[config.mk]
export PLATFORM = sky130hd
export DESIGN_NAME = fipo_frame_loader
export DESIGN_NICKNAME = d
export VERILOG_FILES = /design/src/rtl/fipo_frame_loader.sv
export SDC_FILE = /design/constraint.sdc
export NUM_CORES = 1
export LEC_CHECK = 0
export ABC_CLOCK_PERIOD_IN_PS = 23200
export CAP_MARGIN = 0
export CORE_MARGIN = 2
export CORE_UTILIZATION = 40
export DETAILED_ROUTE_END_ITERATION = 7
export GPL_TIMING_DRIVEN = 0
export SETUP_SLACK_MARGIN = 0.3
export SLEW_MARGIN = 20
export SYNTH_ARGS = -nofsm -noshare
export SYNTH_HDL_FRONTEND = slang
export SYNTH_SLANG_ARGS = --single-unit
[constraint.sdc]
create_clock -name clk -period 23.2 [get_ports clk]
set_input_delay 4.64 -clock clk [delete_from_list [all_inputs] [get_ports clk]]
set_output_delay 4.64 -clock clk [all_outputs]
set_load 0.005 [all_outputs]
[src/rtl/fipo_frame_loader.sv]
// rtl/fipo_frame_loader.sv - beat-wise shadow loader with atomic commit to the parallel frame output
// Optional FIPO_FRAME_PARITY_EN: adds parity_in/parity_err; a parity mismatch suppresses the commit.
module fipo_frame_loader #(
    parameter  int DATA_W = 312,
    parameter  int LANE_W = 1,
    localparam int BEATS  = DATA_W / LANE_W,
    localparam int CNT_W  = $clog2(BEATS + 1)
) (
    input  logic              clk,
    input  logic              rst,
    input  logic              enable,
    input  logic [LANE_W-1:0] serial_in,
    input  logic              abort,
    input  logic              clear_ovf,
`ifdef FIPO_FRAME_PARITY_EN
    input  logic              parity_in,
    output logic              parity_err,
`endif
    output logic [DATA_W-1:0] parallel_out,
    output logic [CNT_W-1:0]  beat_count,
    output logic              loading,
    output logic              data_written,
    output logic              end_writing,
    output logic              overflow
);

    generate
        if (DATA_W % LANE_W != 0) begin : g_bad_width
            $error("fipo_frame_loader: DATA_W must be a multiple of LANE_W");
        end
    endgenerate

    typedef enum logic [1:0] {IDLE, LOAD, COMMIT} state_t;

    state_t            state;
    state_t            state_nxt;
    logic [DATA_W-1:0] shadow;
    logic              accept;
    logic              last_beat;
    logic              ovf_set;
    logic              parity_ok;
    logic              do_commit;

`ifdef FIPO_FRAME_PARITY_EN
    logic parity_q;

    assign parity_ok = ((^shadow) == parity_q);
`else
    assign parity_ok = 1'b1;
`endif

    always_ff @(posedge clk or posedge rst) begin
        if (rst) begin
            state <= IDLE;
        end else begin
            state <= state_nxt;
        end
    end

    always_comb begin
        state_nxt = state;
        loading   = 1'b0;
        accept    = 1'b0;
        ovf_set   = 1'b0;
        do_commit = 1'b0;
        last_beat = (beat_count == CNT_W'(BEATS - 1));
        case (state)
            IDLE, LOAD: begin
                loading = (state == LOAD);
                accept  = enable && !abort;
                if (abort) begin
                    state_nxt = IDLE;
                end else if (accept) begin
                    state_nxt = last_beat ? COMMIT : LOAD;
                end
            end
            COMMIT: begin
                // abort is deliberately ignored here so the frame always resolves
                ovf_set   = enable;
                do_commit = parity_ok;
                state_nxt = IDLE;
            end
            default: state_nxt = IDLE;
        endcase
    end

    always_ff @(posedge clk or posedge rst) begin
        if (rst) begin
            shadow       <= '0;
            parallel_out <= '0;
            beat_count   <= '0;
            data_written <= 1'b0;
            end_writing  <= 1'b0;
            overflow     <= 1'b0;
        end else begin
            data_written <= accept;
            end_writing  <= do_commit;
            // constant-index lane decode keeps the write free of wide variable selects
            for (int k = 0; k < BEATS; k++) begin
                if (accept && beat_count == CNT_W'(k)) begin
                    shadow[k*LANE_W +: LANE_W] <= serial_in;
                end
            end
            if (accept) begin
                beat_count <= beat_count + CNT_W'(1);
            end else if (abort || state == COMMIT) begin
                beat_count <= '0;
            end
            if (do_commit) begin
                parallel_out <= shadow;
            end
            if (ovf_set) begin
                overflow <= 1'b1;
            end else if (clear_ovf) begin
                overflow <= 1'b0;
            end
        end
    end

`ifdef FIPO_FRAME_PARITY_EN
    always_ff @(posedge clk or posedge rst) begin
        if (rst) begin
            parity_q   <= 1'b0;
            parity_err <= 1'b0;
        end else begin
            if (accept && last_beat) begin
                parity_q <= parity_in;
            end
            parity_err <= (state == COMMIT) && !parity_ok;
        end
    end
`endif

endmodule
==> results of run 1 <==
-- logic make-up after synthesis --
kind of cell	Yosys count	share of synthesized area [%]
flops	638	61.76
fa+ha+maj	5	0.2420
buf+inv	132	2.405
mux	627	27.30
compound gates	12	0.2614
simple gates	459	8.039
-- stage by stage --
stage | hold WS [ns] | instance area [µm²] | utilization (%) | total power [W] | cells
finish | 0.4810 | 32700 | 50.91 | 0.002300 | 3187
global route | 0.4963 | 32700 | 50.91 | 0.002384 | 3186
CTS | 0.4833 | 32690 | 50.90 | 0.002327 | 3186
detailed placement | 0.4705 | 30390 | 47.32 | 0.001210 | 3063
global placement | 0.4633 | 30220 | 47.04 | 0.001206 | 3057
floorplan | 0.4522 | 25850 | - | 0.001182 | 1873
-- layout make-up --
| cell class | count | area, µm² |
|---|---|---|
| Buffer | 125 | 595.6 |
| Clock inverter | 17 | 185.2 |
| Tap cell | 855 | 1070 |
| Clock buffer | 106 | 2112 |
| Multi-Input combinational cell | 1103 | 9278 |
| Inverter | 7 | 33.78 |
| Antenna cell | 1 | 2.502 |
| Timing Repair Buffer | 335 | 3458 |
| Sequential cell | 638 | 15970 |
| Fill cell | 5564 | 31530 |
-- cell usage after synthesis, types with 3 or more instances --
library cell	n	area [µm²]
dfrtp_1	638	15970
mux2_2	570	6419
nor2_1	174	653.1
nand2_1	163	611.8
clkbuf_1	72	270.3
mux2_1	54	608.1
buf_2	32	160.2
nand3_1	31	155.2
nor3_1	13	65.06
and3_1	12	75.07
nor2_2	11	68.82
buf_6	10	112.6
and3b_1	9	78.83
o21ai_0	9	45.04
buf_1	8	30.03
nor2b_1	8	50.05
inv_1	7	26.28
nand4_1	7	43.79
and2_1	6	37.54
nand2b_1	6	37.54
ha_1	5	62.56
buf_4	3	22.52
mux2i_1	3	30.03
-- how the worst min path moves through the flow --
stage / startpoint / to / slack [ns] / cells past startpoint
finish: shadow[89]$_DFFE_PP0P_ / shadow[89]$_DFFE_PP0P_ / 0.48 / 1
global route: shadow[214]$_DFFE_PP0P_ / shadow[214]$_DFFE_PP0P_ / 0.50 / 1
global placement: shadow[168]$_DFFE_PP0P_ / shadow[168]$_DFFE_PP0P_ / 0.46 / 1
detailed placement: shadow[89]$_DFFE_PP0P_ / shadow[89]$_DFFE_PP0P_ / 0.47 / 1
CTS: shadow[89]$_DFFE_PP0P_ / shadow[89]$_DFFE_PP0P_ / 0.48 / 1
floorplan: shadow[103]$_DFFE_PP0P_ / shadow[103]$_DFFE_PP0P_ / 0.45 / 1
-- metal layers --
layer | wire length, µm | up-vias | GRT usage [%]
li1 | - | 7224 | -
met1 | 32430 | 8328 | 29.59
met2 | 34230 | 340 | 35.18
met3 | 3448 | 93 | 4.128
met4 | 1679 | 0 | 6.680
met5 | 0 | - | 0
-- flip-flops by register name, summed over array words and instances (netlist names) --
| signal | cells |
|---|---|
| beat_count | 9 |
| data_written | 1 |
| end_writing | 1 |
| overflow | 1 |
| parallel_out | 312 |
| shadow | 312 |
| state | 2 |
-- power groups by stage --
stage | clock network, W | logic, W | registers [W]
CTS | 0.00114 | 0.0000646 | 0.00113
detailed placement | 0 | 0.0000644 | 0.00115
global route | 0.00119 | 0.0000704 | 0.00113
floorplan | 0 | 0.0000372 | 0.00115
finish | 0.00111 | 0.0000625 | 0.00113
global placement | 0 | 0.0000592 | 0.00115
==> flow_metrics.py, run 1 <==
metrics = {
    "outcome": {
        "status": "finished clean",
    },
    "sta": {
        "drv_slew": 0,
        "fmax_ghz": 0.1396,
        "finClkSkew_ns": 0.02026,
        "timing.slew.headroom_pct": 24.28,
        "rsz0062_at_grt": "false",
        "tightest_slew_ns": 1.134,
        "fin_setup_tns_ns": 0,
        "final.setup.worst_slack_ns": 16.04,
        "period_share_pct": 30.87,
        "setup_viol": 0,
        "finalHoldViolCount": 0,
        "finalWorstPathRequiredPeriod_ns": 7.162,
    },
    "final_layout": {
        "nets": 2292,
        "drive_gt1_share_pct": 32.09,
        "layout_common_cells": "dfrtp_1 (638), mux2_2 (570), clkdlybuf4s50_1 (329), nor2_1 (174), nand2_1 (163)",
        "final_common_cell": "dfrtp_1",
        "syn2layout_area_growth_pct": 26.49,
    },
    "worst_setup_path": {
        "crit_path_max_incr_delay_ns": 0.66,
        "rr_endpoint": "shadow[204]$_DFFE_PP0P_",
        "reg2reg_slack_ns": 19.80,
        "cp_num_cells": 6,
        "cp-startpoint": "enable",
        "path_cells": "clkdlybuf4s50_1, nor4b_2, buf_2, nand2_1, nor4_1, mux2_2",
        "critPathRequiredTime_ns": 23.68,
        "worst_path_max_delay_cell": "nor4_1",
        "r2r_start": "beat_count[0]$_DFFE_PP0P_",
        "critPathLaunchType": "input pin",
        "cp-end-kind": "flop",
        "rr_worst_depth": 7,
        "crit_buf_inv": 2,
        "crit_arrival_ns": 7.65,
        "worstSetupEndpoint": "shadow[204]$_DFFE_PP0P_",
        "cp_max_fo": 10,
        "cp_top_family": "simple AND/OR/NAND/NOR gates",
        "path_class": "in2reg",
    },
    "grt": {
        "grtUsageTotal_pct": 21.67,
        "antenna_found_initial": 1,
        "grt_max_degree": 112,
        "grt_overflow": 0,
        "grt_pass1_vias": 16870,
        "grt_pass1_wl_mm": 108.4,
    },
    "yosys": {
        "syn_area_um2": 25850,
        "avgSynthCellArea_um2": 13.80,
        "yosys_most_used_dff": "dfrtp_1",
        "syn-num-nets": 1884,
        "ys_seq_area_share_pct": 61.76,
        "synth-seq-cells": 638,
        "ys_types": 40,
        "async_flop_share_pct": 100.0,
        "synth_warnings": 0,
        "syn_inst": 1873,
        "synth_edf_count": 0,
    },
    "clock_tree": {
        "cts_tree": "built",
        "clock_latency_ns": 0.60,
        "root_buffer": "clkbuf_16",
        "cts_htree_levels": 3,
        "post-cts-setup-buffer-count": 0,
        "numCtsBuffers": 71,
        "cts_resized": 0,
        "cts_sinks": 638,
        "clock_path_buffers": 3,
        "cts_hold_buf": 0,
        "clkSlewWorstSetupHoldPaths_ns": 0.06,
    },
    "job": {
        "maxCapViolCount": 0,
    },
    "power_and_ir_drop": {
        "cellPowerDensity_nw_per_um2": 70.34,
        "p_int_w": 0.001797,
        "comb_power_share_pct": 2.7,
        "p_sw_w": 0.0005025,
        "clkPwrFrac_pct": 48.3,
        "leakage_nw": 15.50,
        "power_frac_seq_pct": 48.9,
        "p_sw_share_pct": 21.85,
        "ir_drop_mv": 0.04032,
    },
    "routing": {
        "drc": 0,
        "drt_iter0_markers": 1088,
        "ant_nets": 0,
        "post_drt_wl_per_cell_um": 22.52,
        "detail_route.first_pass.iterations": 6,
        "finalWirelength_mm": 71.78,
        "avgViaCountPerCell": 5.016,
        "vias": 15990,
    },
    "min_path": {
        "hp-class": "reg2reg",
    },
    "placed_design": {
        "io_buffers": 329,
        "routabilityCongestion": 0.7905,
        "dpl.hpwl_mm": 51.82,
        "post-place-ws_ns": 15.45,
    },
    "die": {
        "dieWidth_um": 258.2,
        "core_um2": 64230,
        "start_util_pct": 40.25,
        "die_height_um": 258.2,
        "rows": 93,
        "dieArea_um2": 66680,
        "ios": 331,
    },
}
Note: power is estimated with default switching activity, not from simulation.
==> run 2: changes to the inputs <==
--- a/config.mk
+++ b/config.mk
@@ -5,7 +5,7 @@
 export SDC_FILE = /design/constraint.sdc
 export NUM_CORES = 1
 export LEC_CHECK = 0
-export ABC_CLOCK_PERIOD_IN_PS = 23200
+export ABC_CLOCK_PERIOD_IN_PS = 7300
 export CAP_MARGIN = 0
 export CORE_MARGIN = 2
 export CORE_UTILIZATION = 40
==> constraint.sdc (replaced) <==
create_clock -name clk -period 7.3 [get_ports clk]
set_input_delay 1.46 -clock clk [delete_from_list [all_inputs] [get_ports clk]]
set_output_delay 1.46 -clock clk [all_outputs]
set_load 0.005 [all_outputs]
==> flow_metrics.py, run 2 (synthesis gave the netlist of run 1 again) <==
metrics = {
    "outcome": {
        "status": "finished clean",
    },
    "sta": {
        "tightest_slew_ns": 1.035,
        "period_share_pct": 53.75,
        "setup_viol": 0,
        "drv_slew": 0,
        "whs_ns": 0.4820,
        "fmax_ghz": 0.2549,
        "final.setup.worst_slack_ns": 3.376,
        "finClkSkew_ns": 0.02112,
        "finalWorstPathRequiredPeriod_ns": 3.924,
        "rsz0062_at_grt": "false",
        "timing.slew.headroom_pct": 30.84,
        "finalHoldViolCount": 0,
    },
    "worst_setup_path": {
        "critPathLaunchType": "input pin",
        "cp-end-kind": "flop",
        "crit_arrival_ns": 4.41,
        "critPathRequiredTime_ns": 7.79,
        "path_class": "in2reg",
        "cp_max_fo": 10,
    },
    "power_and_ir_drop": {
        "p_total_w": 0.007295,
        "leakage_nw": 15.59,
        "ir_drop_mv": 0.1545,
        "cellPowerDensity_nw_per_um2": 221.6,
    },
    "clock_tree": {
        "cts_resized": 0,
        "numCtsBuffers": 71,
        "cts_tree": "built",
        "clock_path_buffers": 3,
        "post-cts-setup-buffer-count": 0,
        "cts_hold_buf": 0,
        "root_buffer": "clkbuf_16",
        "cts_htree_levels": 3,
        "clkSlewWorstSetupHoldPaths_ns": 0.06,
        "cts_sinks": 638,
        "clock_latency_ns": 0.60,
    },
    "placed_design": {
        "io_buffers": 329,
        "post-place-ws_ns": 2.782,
        "place_area_um2": 30630,
        "dpl.cell_count": 3077,
        "routabilityCongestion": 0.7925,
        "dpl.hpwl_mm": 52.98,
    },
    "grt": {
        "grt_pass1_vias": 17250,
        "grtUsageTotal_pct": 21.90,
        "grt_max_degree": 37,
        "antenna_found_initial": 1,
        "grt_pass1_wl_mm": 109.6,
        "grt_overflow": 0,
    },
    "routing": {
        "avgViaCountPerCell": 5.037,
        "drt_iter0_markers": 826,
        "finalWirelength_mm": 72.05,
        "ant_nets": 0,
        "detail_route.first_pass.iterations": 5,
        "drc": 0,
        "post_drt_wl_per_cell_um": 22.52,
        "vias": 16110,
    },
    "final_layout": {
        "syn2layout_area_growth_pct": 27.32,
        "final_area_um2": 32910,
        "layout_common_cells": "dfrtp_1 (638), mux2_2 (570), clkdlybuf4s50_1 (329), nor2_1 (174), nand2_1 (163)",
        "drive_gt1_share_pct": 32.34,
        "reg_top3": "parallel_out (312), shadow (312), beat_count (9)",
        "final_common_cell": "dfrtp_1",
        "diodes": 0,
        "nets": 2306,
        "nFillCells": 5507,
        "fin_cells": 3199,
    },
    "die": {
        "die_height_um": 258.2,
        "start_util_pct": 40.25,
        "rows": 93,
        "dieWidth_um": 258.2,
        "core_um2": 64230,
        "ios": 331,
        "dieArea_um2": 66680,
    },
    "min_path": {
        "hp-class": "reg2reg",
    },
    "job": {
        "maxCapViolCount": 0,
    },
}
[run 2: changes by cell type in the layout (fill, tap and decap cells not counted), sizes merged]
cell,previous run,this run
inv,9,10
diode,1,0
clkbuf,178,179
buf,59,73
clkinvlp,1,2
clkinv,11,7
[run 2: area by class of cell]
cell class,count,area (µm²),share of cell area [%]
Inverter,7,30.03,0.09123
Multi-Input combinational cell,1103,9278,28.19
Tap cell,855,1070,3.250
Buffer,125,595.6,1.809
Timing Repair Buffer,349,3701,11.24
Clock buffer,107,2107,6.402
Clock inverter,15,167.7,0.5094
Sequential cell,638,15970,48.51
[run 2: report_power, final]
| group | switching, W | internal, W | total (W) |
|---|---|---|---|
| Sequential | 0.0000145 | 0.00356 | 0.00358 |
| Combinational | 0.000158 | 0.0000581 | 0.000216 |
| Clock | 0.00141 | 0.00210 | 0.00350 |
[run 2: metal layers]
metal / share of wire (%) / routed length, µm / vias up / global-route usage [%]
met4: 2.1 / 1481 / 0 / 6.021
li1: - / - / 7277 / -
met1: 45 / 32430 / 8392 / 29.67
met5: 0 / 0 / - / 0
met3: 4.8 / 3430 / 89 / 4.167
met2: 48 / 34710 / 355 / 36.15
[run 2: path summary, 6_finish.rpt]
kind | start | endpoint | slack, ns | cells after the start
max in group asynchronous | rst | shadow[175]$_DFFE_PP0P_ | 4.02 | 9
hold reg to reg | shadow[93]$_DFFE_PP0P_ | shadow[93]$_DFFE_PP0P_ | 0.48 | 1
setup / recovery | enable | shadow[204]$_DFFE_PP0P_ | 3.38 | 6
min in group asynchronous | rst | parallel_out[41]$_DFFE_PP0P_ | 1.24 | 2
hold / removal | shadow[93]$_DFFE_PP0P_ | shadow[93]$_DFFE_PP0P_ | 0.48 | 1
setup reg to reg | beat_count[0]$_DFFE_PP0P_ | shadow[204]$_DFFE_PP0P_ | 3.83 | 7
[run 2: stage by stage]
stage          setup TNS [ns]  utilization [%]
3_3_place_gp         -4069.11            47.05
6_report                    0            51.24
4_1_cts                     0            51.23
2_1_floorplan        -1834.09                -
5_1_grt                     0            51.24
3_5_place_dp                0            47.69
[run 2: worst max-delay path: stages]
cell and delay [ns]:
clkdlybuf4s50_1 0.61, nor4b_2 0.54, buf_2 0.38, nand2_1 0.37, nor4_1 0.64, mux2_2 0.39
==> run 3: changes to the inputs <==
--- a/config.mk
+++ b/config.mk
@@ -5,7 +5,7 @@
 export SDC_FILE = /design/constraint.sdc
 export NUM_CORES = 1
 export LEC_CHECK = 0
-export ABC_CLOCK_PERIOD_IN_PS = 7300
+export ABC_CLOCK_PERIOD_IN_PS = 3650
 export CAP_MARGIN = 0
 export CORE_MARGIN = 2
 export CORE_UTILIZATION = 40
==> constraint.sdc (replaced) <==
create_clock -name clk -period 3.65 [get_ports clk]
set_input_delay 0.73 -clock clk [delete_from_list [all_inputs] [get_ports clk]]
set_output_delay 0.73 -clock clk [all_outputs]
set_load 0.005 [all_outputs]
==> flow_metrics.py, run 3 (synthesis gave the netlist of run 1 again) <==
metrics = {
    "outcome": {
        "status": "finished clean",
    },
    "die": {
        "core_um2": 64230,
        "rows": 93,
        "dieWidth_um": 258.2,
        "start_util_pct": 40.25,
        "die_height_um": 258.2,
        "ios": 331,
        "dieArea_um2": 66680,
    },
    "sta": {
        "timing.slew.headroom_pct": 30.72,
        "finClkSkew_ns": 0.02165,
        "setup_viol": 0,
        "finalWorstPathRequiredPeriod_ns": 3.154,
        "finalHoldViolCount": 0,
        "tightest_slew_ns": 1.037,
        "fmax_ghz": 0.3170,
        "rsz0062_at_grt": "false",
        "drv_slew": 0,
        "whs_ns": 0.4820,
        "period_share_pct": 86.42,
    },
    "worst_setup_path": {
        "r2r_start": "beat_count[0]$_DFFE_PP0P_",
        "worst_path_max_delay_cell": "clkdlybuf4s50_1",
        "path_class": "in2reg",
        "critPathRequiredTime_ns": 4.14,
        "cp_top_family": "simple AND/OR/NAND/NOR gates",
        "rr_worst_depth": 7,
        "reg2reg_slack_ns": 0.61,
        "crit_buf_inv": 2,
        "cp-startpoint": "enable",
        "crit_arrival_ns": 3.64,
        "critPathLaunchType": "input pin",
        "cp-end-kind": "flop",
        "rr_endpoint": "shadow[204]$_DFFE_PP0P_",
        "cp_max_fo": 10,
        "crit_path_max_incr_delay_ns": 0.61,
        "path_cells": "clkdlybuf4s50_1, nor4b_2, buf_2, nand2_1, nor4_1, mux2_2",
    },
    "routing": {
        "ant_nets": 0,
        "avgViaCountPerCell": 5.036,
        "detail_route.first_pass.iterations": 5,
        "post_drt_wl_per_cell_um": 22.53,
        "finalWirelength_mm": 72.07,
        "vias": 16110,
        "drt_iter0_markers": 833,
        "drc": 0,
    },
    "final_layout": {
        "reg_top3": "parallel_out (312), shadow (312), beat_count (9)",
        "layout_common_cells": "dfrtp_1 (638), mux2_2 (570), clkdlybuf4s50_1 (329), nor2_1 (174), nand2_1 (163)",
        "multi_input_area_um2": 9278,
        "final_common_cell": "dfrtp_1",
        "syn2layout_area_growth_pct": 27.32,
        "final_area_um2": 32920,
        "nets": 2306,
        "diodes": 0,
        "drive_gt1_share_pct": 32.38,
        "register_area_um2": 15970,
        "nFillCells": 5506,
    },
    "grt": {
        "antenna_found_initial": 1,
        "grt_overflow": 0,
        "grtUsageTotal_pct": 21.90,
        "grt_pass1_vias": 17250,
        "grt_pass1_wl_mm": 109.6,
        "grt_max_degree": 37,
    },
    "power_and_ir_drop": {
        "leakage_nw": 15.59,
        "cellPowerDensity_nw_per_um2": 443.3,
        "ir_drop_mv": 0.3089,
    },
    "clock_tree": {
        "cts_sinks": 638,
        "clkSlewWorstSetupHoldPaths_ns": 0.06,
        "root_buffer": "clkbuf_16",
        "cts_tree": "built",
        "clock_latency_ns": 0.60,
        "cts_htree_levels": 3,
        "clock_path_buffers": 3,
        "numCtsBuffers": 71,
        "post-cts-setup-buffer-count": 0,
    },
    "min_path": {
        "min_from": "shadow[93]$_DFFE_PP0P_",
        "min_to": "shadow[93]$_DFFE_PP0P_",
        "hold_depth": 1,
        "hp-class": "reg2reg",
    },
    "placed_design": {
        "io_buffers": 329,
        "routabilityCongestion": 0.7925,
        "dpl.hpwl_mm": 52.98,
        "place_area_um2": 30630,
    },
    "job": {
        "maxCapViolCount": 0,
    },
}
-- run 3: cell types whose count changed in the layout (fill, tap and decap cells not counted) --
cell and delta:
clkbuf_2 +1, clkbuf_1 -1
-- run 3: metal layers --
metal / track usage [%] / up-vias / part of all wire [%] / wire length [µm]
li1: - / 7279 / - / -
met1: 29.67 / 8403 / 45 / 32490
met2: 36.15 / 346 / 48 / 34770
met3: 4.167 / 83 / 4.7 / 3371
met4: 6.021 / 0 / 2.0 / 1441
met5: 0 / - / 0 / 0
-- run 3: worst max path at each step --
stage | cells past startpoint | end | slack, ns
after floorplan | 1 | beat_count[0]$_DFFE_PP0P_ | -5.79
after global placement | 2 | parallel_out[192]$_DFFE_PP0P_ | -9.37
after detailed placement | 6 | shadow[204]$_DFFE_PP0P_ | -0.14
after CTS | 6 | shadow[204]$_DFFE_PP0P_ | 0.54
after global routing | 6 | shadow[204]$_DFFE_PP0P_ | 0.41
final | 6 | shadow[204]$_DFFE_PP0P_ | 0.50
-- run 3: layout make-up --
class | instances | area share (%)
Sequential cell | 638 | 48.50
Multi-Input combinational cell | 1103 | 28.19
Timing Repair Buffer | 349 | 11.24
Clock buffer | 107 | 6.401
Tap cell | 855 | 3.250
Buffer | 125 | 1.813
Clock inverter | 15 | 0.5094
Inverter | 7 | 0.09123
-- run 3: stage by stage --
step / power, W / TNS, ns / cells / setup WS [ns] / util [%]
2_1_floorplan: 0.007519 / -3697.05 / 1873 / -5.795 / -
3_3_place_gp: 0.007670 / -5932.57 / 3057 / -9.373 / 47.05
3_5_place_dp: 0.007725 / -0.2687 / 3077 / -0.1376 / 47.69
4_1_cts: 0.01478 / 0 / 3199 / 0.5392 / 51.24
5_1_grt: 0.01513 / 0 / 3199 / 0.4132 / 51.24
6_report: 0.01459 / 0 / 3199 / 0.4958 / 51.24
-- run 3: power breakdown --
part | leakage [nW] | switching [W] | internal (W)
clock network | 1.12 | 0.00281 | 0.00419
logic | 5.61 | 0.000316 | 0.000116
registers | 8.87 | 0.0000289 | 0.00713
total | 15.6 | 0.00316 | 0.0114
-- run 3: worst register-to-register path, cell delays in order, from the launching register on --
cell	delay, ns
dfrtp_1	0.45
inv_1	0.12
ha_1	0.38
and3_1	0.21
clkbuf_2	0.34
nand2_1	0.42
nor4_1	0.61
mux2_2	0.39
-- run 3: timing repair --
action	CTS	global route
setup endpoints to repair	2	0
resized for setup	1	0
hold buffers	0	0
